===== config.mk =====
export PLATFORM = sky130hd
export DESIGN_NAME = uart_rx_param
export DESIGN_NICKNAME = d
export VERILOG_FILES = /design/src/rtl/uart_rx_param.sv
export SDC_FILE = /design/constraint.sdc
export NUM_CORES = 1
export LEC_CHECK = 0
export BUFFER_PORTS_ARGS = -buffer_cell sky130_fd_sc_hd__buf_2
export CAP_MARGIN = 25
export CORE_MARGIN = 3
export CORE_UTILIZATION = 65
export CTS_BUF_LIST = sky130_fd_sc_hd__clkbuf_2
export CTS_CLUSTER_DIAMETER = 120
export DETAILED_ROUTE_END_ITERATION = 7
export GPL_TIMING_DRIVEN = 0
export PLACE_DENSITY = 0.85
export SLEW_MARGIN = 20
export SYNTH_ARGS = -nofsm -noshare
export SYNTH_HDL_FRONTEND = slang
export SYNTH_SLANG_ARGS = --single-unit

===== constraint.sdc =====
create_clock -name sys_clk -period 5.53 [get_ports sys_clk]
set_input_delay 0 -clock sys_clk [delete_from_list [all_inputs] [get_ports sys_clk]]
set_output_delay 0 -clock sys_clk [all_outputs]
set_load 0.05 [all_outputs]

===== src/rtl/uart_rx_param.sv =====
// Parameterised UART receiver: 16x oversampling, 3-sample majority vote, optional parity,
// 1 or 2 stop bits, break detection and a single-word holding register with overrun tracking.
module uart_rx_param #(
    parameter int CLK_FREQ  = 50000000,
    parameter int UART_BPS  = 9600,
    parameter int DATA_BITS = 8,
    parameter int PARITY    = 0,
    parameter int STOP_BITS = 1
) (
    input  logic                 sys_clk,
    input  logic                 sys_rst_n,
    input  logic                 uart_rxd,
    output logic [DATA_BITS-1:0] rx_data,
    output logic                 rx_valid,
    input  logic                 rx_ready,
    output logic                 parity_err,
    output logic                 frame_err,
    output logic                 overrun,
    output logic                 break_det,
    output logic                 busy
);

    localparam int OSR_DIV = CLK_FREQ / (UART_BPS * 16);
    localparam int PW      = (OSR_DIV > 1) ? $clog2(OSR_DIV) : 1;
    localparam int BCW     = $clog2(DATA_BITS + 1);

    localparam logic [2:0] S_IDLE   = 3'd0;
    localparam logic [2:0] S_START  = 3'd1;
    localparam logic [2:0] S_DATA   = 3'd2;
    localparam logic [2:0] S_PARITY = 3'd3;
    localparam logic [2:0] S_STOP   = 3'd4;

    logic [2:0]           state;
    logic                 rxd_s1, rxd_s2, rxd_d;
    logic [PW-1:0]        presc;
    logic [3:0]           tcnt;
    logic [BCW-1:0]       bitcnt;
    logic                 stop_cnt;
    logic                 s7, s8;
    logic [DATA_BITS-1:0] shreg;
    logic                 all_zero;
    logic                 perr_acc, ferr_acc;
    logic                 done;
    logic                 fall, tick, vote_t, bit_end, vote, par_xor;

    assign fall    = rxd_d & ~rxd_s2;
    assign tick    = (presc == PW'(OSR_DIV - 1));
    assign vote_t  = tick && (tcnt == 4'd9);
    assign bit_end = tick && (tcnt == 4'd15);
    assign vote    = (s7 & s8) | (s7 & rxd_s2) | (s8 & rxd_s2);
    assign par_xor = (^shreg) ^ vote;
    assign busy    = (state != S_IDLE);

    always_ff @(posedge sys_clk or negedge sys_rst_n) begin
        if (!sys_rst_n) begin
            rxd_s1 <= 1'b1;
            rxd_s2 <= 1'b1;
            rxd_d  <= 1'b1;
        end else begin
            rxd_s1 <= uart_rxd;
            rxd_s2 <= rxd_s1;
            rxd_d  <= rxd_s2;
        end
    end

    always_ff @(posedge sys_clk or negedge sys_rst_n) begin
        if (!sys_rst_n) begin
            state     <= S_IDLE;
            presc     <= '0;
            tcnt      <= '0;
            bitcnt    <= '0;
            stop_cnt  <= 1'b0;
            s7        <= 1'b0;
            s8        <= 1'b0;
            shreg     <= '0;
            all_zero  <= 1'b0;
            perr_acc  <= 1'b0;
            ferr_acc  <= 1'b0;
            done      <= 1'b0;
            break_det <= 1'b0;
        end else begin
            done      <= 1'b0;
            break_det <= 1'b0;
            if (state == S_IDLE) begin
                presc <= '0;
                tcnt  <= '0;
                if (fall) begin
                    state    <= S_START;
                    bitcnt   <= '0;
                    stop_cnt <= 1'b0;
                    all_zero <= 1'b1;
                    perr_acc <= 1'b0;
                    ferr_acc <= 1'b0;
                end
            end else begin
                if (tick) begin
                    presc <= '0;
                    tcnt  <= tcnt + 4'd1;
                end else begin
                    presc <= presc + PW'(1);
                end
                if (tick && tcnt == 4'd7) s7 <= rxd_s2;
                if (tick && tcnt == 4'd8) s8 <= rxd_s2;

                case (state)
                    S_START: begin
                        if (vote_t && vote) state <= S_IDLE;
                        else if (bit_end)   state <= S_DATA;
                    end
                    S_DATA: begin
                        if (vote_t) begin
                            shreg    <= {vote, shreg[DATA_BITS-1:1]};
                            bitcnt   <= bitcnt + BCW'(1);
                            all_zero <= all_zero & ~vote;
                        end
                        if (bit_end && bitcnt == BCW'(DATA_BITS))
                            state <= (PARITY != 0) ? S_PARITY : S_STOP;
                    end
                    S_PARITY: begin
                        if (vote_t) begin
                            all_zero <= all_zero & ~vote;
                            perr_acc <= (PARITY == 1) ? ~par_xor : par_xor;
                        end
                        if (bit_end) state <= S_STOP;
                    end
                    S_STOP: begin
                        // Leaving at the vote of the last stop bit lets a back-to-back start edge be caught.
                        if (vote_t) begin
                            if (!stop_cnt && all_zero && !vote) begin
                                break_det <= 1'b1;
                                state     <= S_IDLE;
                            end else begin
                                ferr_acc <= ferr_acc | ~vote;
                                if (stop_cnt == 1'(STOP_BITS - 1)) begin
                                    done  <= 1'b1;
                                    state <= S_IDLE;
                                end else begin
                                    stop_cnt <= 1'b1;
                                end
                            end
                        end
                    end
                    default: state <= S_IDLE;
                endcase
            end
        end
    end

    always_ff @(posedge sys_clk or negedge sys_rst_n) begin
        if (!sys_rst_n) begin
            rx_data    <= '0;
            rx_valid   <= 1'b0;
            parity_err <= 1'b0;
            frame_err  <= 1'b0;
            overrun    <= 1'b0;
        end else if (done) begin
            if (!rx_valid || rx_ready) begin
                rx_data    <= shreg;
                parity_err <= perr_acc;
                frame_err  <= ferr_acc;
                rx_valid   <= 1'b1;
                if (rx_valid) overrun <= 1'b0;
            end else begin
                overrun <= 1'b1;
            end
        end else if (rx_valid && rx_ready) begin
            rx_valid <= 1'b0;
            overrun  <= 1'b0;
        end
    end

endmodule

# After elaboration in Yosys (flattened, before gate mapping)
# Cells that the tools add are included.
# word_totals
ram_bits,0
memories,0
rom_bits,0
regBits,51
latch_bits,0
word_cells,140
# classes
n_reduce_logical,35
n_shift,0
n_div,0
n_bitwise,12
muxes,50
n_eq_ne,19
n_lt_le_gt_ge,0
mul,0
n_addsub,3
# op_table
op,n
$mux 1,32
$mux 3,9
$mux 4,6
$mux 9,2
$eq 4x4->1 const B,4
$reduce_bool 2->1,7
$ne 3x3->1 const B,4
$pmux 3 s4,1
$reduce_and 3->1,4
$reduce_and 2->1,5
$add 9x1->9 const B,1
$eq 9x9->1 const B,1
$logic_and 1x1->1,9
$add 4x1->4 const B,2
$ne 4x4->1 const B,2
$reduce_xor 8->1,1
$eq 3x2->1 const B,2
$reduce_and 6->1,1
$and 1x1->1,5
$eq 4x3->1 const B,1
$ne 2x2->1 const B,2
$reduce_and 4->1,1
$eq 3x1->1 const B,1
$eq 3x3->1 const B,1
9 further kinds,15

# Longest topological paths before layout
# Gate-level depths: netlist (run 1).
# logic_depth
ltp_word,9
mapped_depth,8

# Least setup slack after synthesis (run 1)
# OpenSTA, ideal clock, no wires.
# synth_timing
path_kind,register to register
start,register state[2]
end,register all_zero
stages_incl_launch_ff,7
synth_period_minus_slack_ps,2084
t_required_ps,5448
arrival_time_ps,2002
setup_slack_ps,3446
cell_sequence,dfrtp_1 > buf_6 > nor3_1 > inv_1 > nor3b_1 > nor2_1 > a31oi_1
# synth_via
elab_chain_cells,4
elab_cells_between_ends,9
classes_between,eq/ne (3); mux (1); reduce/logical (5)
# synth_lines
element,line_no,rtl
"start, declared",33,logic [2:0] state;
"start signal, assigned",117,state <= (PARITY != 0) ? S_PARITY : S_STOP;
$eq 3x2->1,105,case (state)
$reduce_or 2->1 (no source line),n/a,
$reduce_bool 2->1 (no source line),n/a,
$reduce_and 3->1 (no source line),n/a,
"end signal, assigned",114,all_zero <= all_zero & ~vote;
"end signal, assigned",121,all_zero <= all_zero & ~vote;
"end, declared",41,logic all_zero;
# Parallel ways exist; a longest one is shown, timed or not.
# A chain may end at the register's enable or synchronous reset.

# Final worst setup path (run 1)
# Same ends and word-level chain as after synthesis.

==> run_results.csv, run 1 <==
group,metric,value,unit
status,status,"complete, no violations",
detailed_routing,finalWirelength,4220,um
grt,grt_max_degree,51,
cells_and_area,final_cells,268,
setup_path,cp_slowest_cell,"nor3_1",
run,drv_cap,0,
timing,rsz0062_at_grt,"false",
synth,ys_seq_area_share,54.8,%
worst_hold_path,hold_class,"in -> async",
setup_path,cp_max_fo,9,
grt,grt_pass1_vias,1549,
placed_design,dp.cells,257,
cells_and_area,final_common_cell,"dfrtp_1",
pwr,power_density,254,nW/um^2
floorplan,row_count,20,
timing,fmax,0.446,GHz
pwr,leakagePower,0.00122,uW
synth,synth-seq-cells,50,
cells_and_area,final_cell_mix,"dfrtp_1, mux2_2, nor2_1, buf_2",
synth,synth_flop_cell,"dfrtp_1",
detailed_routing,post_drt_wl_per_cell,15.8,um
placed_design,portBuffers,17,
cells_and_area,syn_to_final_growth,9.34,%
synth,syn_avg_cell_area,11.7,um^2
setup_path,r2r-start,"state[2]",
cells_and_area,n_antenna_cell,0,
setup_path,timing.rr.end,"all_zero",
cts,cts_made_buffers,5,
setup_path,setup.worst_path.class,"reg -> reg",
setup_path,cp.depth,6,
floorplan,die_h,65.4,um
grt,grt_pass1_wl,7160,um
synth,synth_cell_types,36,
timing,tightest_slew,0.725,ns
floorplan,start_util,71.5,%
timing,finalMaxSlewViolations,0,
setup_path,max_stage_delay,0.61,ns
synth,async_flop_share,100,%
grt,track_usage,22.2,%
timing,finalSetupTns,0,ns
cts,clk-insertion-delay-late,0.44,ns
cts,htreeDepth,2,
cts,clock_sinks,50,
cts,tritoncts,"done",
cts,clkTransAtPathRegs,0.26,ns
detailed_routing,vias_per_cell,5.87,
cts,cts-root-buf,"clkbuf_2",
cells_and_area,drive_gt1_share,22.3,%
setup_path,worstRegToRegCells,6,
setup_path,worstSetupEndpointType,"flip-flop",
pwr,ir_worst_vdd,0.159,mV
setup_path,critical_path.cell_chain,"buf_6, nor3_1, inv_1, nor3b_1, nor2_1, a31oi_1",
setup_path,critPathArrivalTime,2.62,ns
cts,ctsResizeCount,0,
synth,synth_edf_count,0,
placed_design,dp_hpwl,3020,um
cts,ctsHoldBuffers,3,
setup_path,required,5.91,ns
synth,syn_area,2290,um^2
detailed_routing,drcViolationCount,0,
detailed_routing,vias,1572,
synth,syn_nets,207,
floorplan,pin_count,18,
synth,netlist_instances,196,
floorplan,core_area,3200,um^2
detailed_routing,drt_iter0_drc,146,
floorplan,dieArea,4270,um^2
detailed_routing,drt_pass1_iterations,4,
placed_design,place_ws,3.34,ns
cts,cts_buffer_depth,2,
setup_path,cp_top_family,"simple AND/OR/NAND/NOR gates",
timing,setup_slack,3.29,ns
setup_path,r2r_setup_slack,3.29,ns
timing,post-route-min-period,2.24,ns
timing,max_slew_margin,51.3,%
timing,fin_worst_skew,0.0301,ns
timing,setup_viol,0,
detailed_routing,ant_nets,0,
pwr,total_power,636,uW
grt,overflow,0,
placed_design,place_congestion,0.834,
timing,finalHoldViolCount,0,
cells_and_area,fin_nets,234,
setup_path,worst_setup_path_start_kind,"flip-flop",
setup_path,cp_num_buf_inv,2,
grt,antenna_found_initial,0,
timing,min_period_over_period,40.6,%
cells_and_area,fin_util,78.2,%
synth,ys_warn_count,0,
floorplan,dieWidth,65.4,um
cts,cts_setup_buffers,0,
## cell usage after synthesis, types with 6 or more instances
library cell,number,area [um^2]
xor2_1,7,61.3
dfrtp_1,47,1180
nor2_1,18,67.6
nand3_1,11,55.1
ha_1,7,87.6
a21oi_1,7,35.0
nand2_1,11,41.3
inv_1,11,41.3
mux2_2,19,214
o21ai_0,6,30.0
xnor2_1,9,78.8
## kinds of logic (layout without fill, tap and decap cells)
group | Yosys count | after routing | synth area share (%)
fa+ha+maj | 8 | 8 | 4.26
flops | 50 | 50 | 54.8
simple gates | 68 | 68 | 16.3
xor+xnor | 17 | 17 | 7.10
buf+inv | 14 | 42 | 2.73
compound gates | 19 | 19 | 5.08
mux | 20 | 20 | 9.78
## state kept, by name, indices dropped and copies added (netlist names), 3 cells and up
| name | cells |
|---|---|
| shreg | 8 |
| rx_data | 8 |
| state | 3 |
| presc | 9 |
| tcnt | 4 |
| bitcnt | 4 |
## worst register-to-register path, delay by kind of cell (launching register included)
| family | cells | cell delay, ns |
|---|---|---|
| and+or+nand+nor | 3 | 1.26 |
| buffers and inverters | 2 | 0.34 |
| AOI/OAI and AO/OA | 1 | 0.16 |
| DFF | 1 | 0.44 |
## metal layers
metal  track usage [%]  wire length [um]  vias to the layer above
li1                  -                 -                      739
met5                 0                 0                        -
met2              36.2              2000                       47
met4              5.70                42                        0
met1              29.7              1940                      780
met3              5.81               239                        6
## power by group
group          internal (uW)  switching, uW
logic                   31.1           42.7
registers                388           31.2
clock network           29.3            114
## metrics by stage
step / instance area [um^2] / hold slack [ns]
floorplan: 2290 / -0.296
global placement: 2430 / 0.106
detailed placement: 2430 / 0.121
CTS: 2500 / 0.210
global route: 2500 / 0.0896
finish: 2500 / 0.0586
## how the worst max path moves through the flow
stage	start	to
after detailed placement	presc[0]	shreg[6]
after floorplan	state[2]	all_zero
after CTS	state[2]	all_zero
after global placement	state[2]	all_zero
final	state[2]	all_zero
after global routing	state[2]	all_zero
## layout make-up
| type | count | area (um^2) |
|---|---|---|
| flip-flops and latches | 50 | 1250 |
| multi-input cells | 132 | 973 |
| fillers | 215 | 698 |
| repair buffers | 20 | 118 |
| well taps | 44 | 55.1 |
| inverters | 11 | 41.3 |
| clock buffers | 5 | 25.0 |
| plain buffers | 3 | 21.3 |
| clock inverters | 3 | 16.3 |
No activity file was read; power rests on OpenSTA's default activity.
==> run 2: changes to the inputs <==
- ABC_AREA: unset -> 1
- CORE_UTILIZATION: 65 -> 56
- PLACE_DENSITY: 0.85 -> 0.78
- clock period: 5.53 -> 1.8 ns (I/O delays scaled with it)
==> run_results.csv, run 2 <==
group,metric,value,unit
floorplan,start_util,60.5,%
cts,clock_sinks,50,
detailed_routing,wl_met1,2230,um
cells_and_area,largest_reg_flops,9,
setup_path,r2r_setup_slack,0.18,ns
pwr,ir_worst_vdd,0.449,mV
timing,finalHoldViolCount,0,
setup_path,critical_path.cell_chain,"inv_2, nand2_2, nor2_4, inv_4, buf_2",
run,drv_cap,0,
floorplan,die_h,73.4,um
cells_and_area,fin_nets,337,
pwr,power_density,795,nW/um^2
detailed_routing,finalWirelength,4490,um
timing,min_period_over_period,90.4,%
synth,ys_seq_area_share,49.4,%
timing,worst_hold_slack,0.215,ns
setup_path,max_stage_delay,0.48,ns
cells_and_area,final_cell_mix,"nand2_1, dfrtp_1, inv_1",
timing,max_slew_margin,46.6,%
cells_and_area,final_common_cell,"nand2_1",
placed_design,dp_hpwl,3340,um
timing,finalSetupTns,0,ns
grt,grt_pass1_wl,8000,um
setup_path,crit_path_start,"state[0]",
timing,setup_viol,0,
floorplan,dieWidth,73.4,um
cts,cts_made_buffers,5,
worst_hold_path,hold_class,"in -> reg",
synth,syn_area,2540,um^2
detailed_routing,post_drt_wl_per_cell,11.9,um
synth,yosysTopAreaCellShare,46.3,%
timing,tightest_slew,0.798,ns
cells_and_area,drive_gt1_share,18.4,%
detailed_routing,ant_nets,0,
detailed_routing,vias_per_cell,5.21,
setup_path,cp_top_family,"flip-flops",
timing,post-route-min-period,1.63,ns
synth,netlist_instances,294,
timing,fin_worst_skew,0.0312,ns
detailed_routing,route.met2.wl,2050,um
cts,htreeDepth,2,
grt,antenna_found_initial,0,
setup_path,cp_slowest_cell,"dfrtp_1",
grt,track_usage,19.1,%
cts,tritoncts,"done",
synth,synth_top_area_cell,"dfrtp_1",
cells_and_area,fillers,344,
synth,post-synth-top-count-cell,"nand2_1",
detailed_routing,routed.top_layer,"met4",
floorplan,row_count,23,
detailed_routing,vias,1959,
placed_design,portBuffers,17,
synth,ys_warn_count,0,
setup_path,r2r-start,"presc[0]",
pwr,leakagePower,0.00148,uW
worst_hold_path,worstHoldStart,"uart_rxd",
cells_and_area,n_antenna_cell,0,
cells_and_area,syn_to_final_growth,10.7,%
synth,synth_edf_count,0,
timing,fmax,0.615,GHz
floorplan,pin_count,18,
synth,async_flop_share,100,%
status,status,"complete, no violations",
timing,rsz0062_at_grt,"false",
pwr,total_power,2240,uW
cts,clkTransAtPathRegs,0.23,ns
setup_path,cp_max_fo,8,
synth,syn_nets,305,
detailed_routing,drt_iter0_drc,108,
timing,finalMaxSlewViolations,0,
synth,synth_flop_cell,"dfrtp_1",
cells_and_area,fin_util,67.0,%
synth,synth-seq-cells,50,
synth,syn_avg_cell_area,8.65,um^2
setup_path,critPathArrivalTime,1.63,ns
grt,overflow,0,
grt,grt_pass1_vias,1821,
setup_path,worstSetupEndpointType,"primary output",
setup_path,cp_num_buf_inv,3,
synth,synth_common_cells,"nand2_1, dfrtp_1, inv_1",
cts,clk-insertion-delay-late,0.44,ns
detailed_routing,drt_pass1_iterations,4,
floorplan,core_area,4200,um^2
floorplan,dieArea,5380,um^2
setup_path,setup.worst_path.class,"reg -> out",
cts,cts_buffer_depth,2,
detailed_routing,met3_length,153,um
cts,cts-root-buf,"clkbuf_2",
detailed_routing,drcViolationCount,0,
cells_and_area,largestRegisters,"presc (9), rx_data (8), shreg (8)",
cts,ctsResizeCount,0,
setup_path,required,1.80,ns
setup_path,worst_setup_path_start_kind,"flip-flop",
synth,synth_cell_types,36,
grt,grt_max_degree,32,
placed_design,place_congestion,0.871,
cells_and_area,regMostFlops,"presc",
synth,synth_area_leaders,"dfrtp_1, nand2_1, inv_1",
==> run 2: changes by cell type in the layout (fill, tap and decap cells not counted), sizes merged, moves of 5 or more <==
cell   delta
a21oi     +9
inv      +40
mux2     -17
nand2    +51
nand3     +8
nor2     +14
nor3      +5
o21ai    +16
==> run 2: kinds of logic (layout without fill, tap and decap cells) <==
kind of cell | count (synthesis) | in the layout | synth area share, %
adder cells (fa/ha/maj) | 7 | 7 | 3.44
multiplexers | 2 | 2 | 0.886
flip-flops | 50 | 50 | 49.4
AO/OA/AOI/OAI | 43 | 43 | 9.06
buffers and inverters | 53 | 85 | 8.42
AND/OR/NAND/NOR | 129 | 129 | 25.4
XOR/XNOR | 10 | 10 | 3.44
==> run 2: layout make-up <==
cell class | count | area, um^2 | area share [%]
multi-input cells | 191 | 1070 | 38.2
repair buffers | 25 | 170 | 6.05
plain buffers | 2 | 15.0 | 0.534
flip-flops and latches | 50 | 1250 | 44.6
well taps | 50 | 62.6 | 2.22
inverters | 51 | 199 | 7.07
clock inverters | 2 | 13.8 | 0.489
clock buffers | 5 | 25.0 | 0.889
==> run 2: final timing paths <==
check,cells past startpoint,end
min,2,rxd_s1
min in group asynchronous,4,presc[2]
max reg2reg,11,state[0]
min reg2reg,0,rxd_s2
max in group asynchronous,3,perr_acc
max,5,busy
==> run 2: timing repair <==
item                       in CTS  in global routing
buffers inserted                0                  2
hold endpoints to repair       50                  0
setup endpoints to repair       0                  2
hold buffers                    5                  0
==> run 2: through the flow <==
| stage | instances | worst slack (ns) | instance area (um^2) |
|---|---|---|---|
| 5_1_grt | 376 | 0.00202 | 2810 |
| 6_report | 376 | 0.173 | 2810 |
| 4_1_cts | 374 | 0.145 | 2800 |
| 2_1_floorplan | 294 | 0.355 | 2540 |
| 3_5_place_dp | 362 | 0.213 | 2710 |
| 3_3_place_gp | 361 | 0.233 | 2690 |
==> run 2: where the power goes <==
| part | internal [uW] | switching (uW) |
|---|---|---|
| Sequential | 1170 | 48.2 |
| Combinational | 177 | 399 |
| Clock | 91.7 | 349 |
==> run 2: per-layer routing <==
layer / up-vias / GRT usage (%)
met5: - / 0
met4: 0 / 6.44
met3: 6 / 4.92
met2: 26 / 28.8
met1: 932 / 26.8
li1: 995 / -
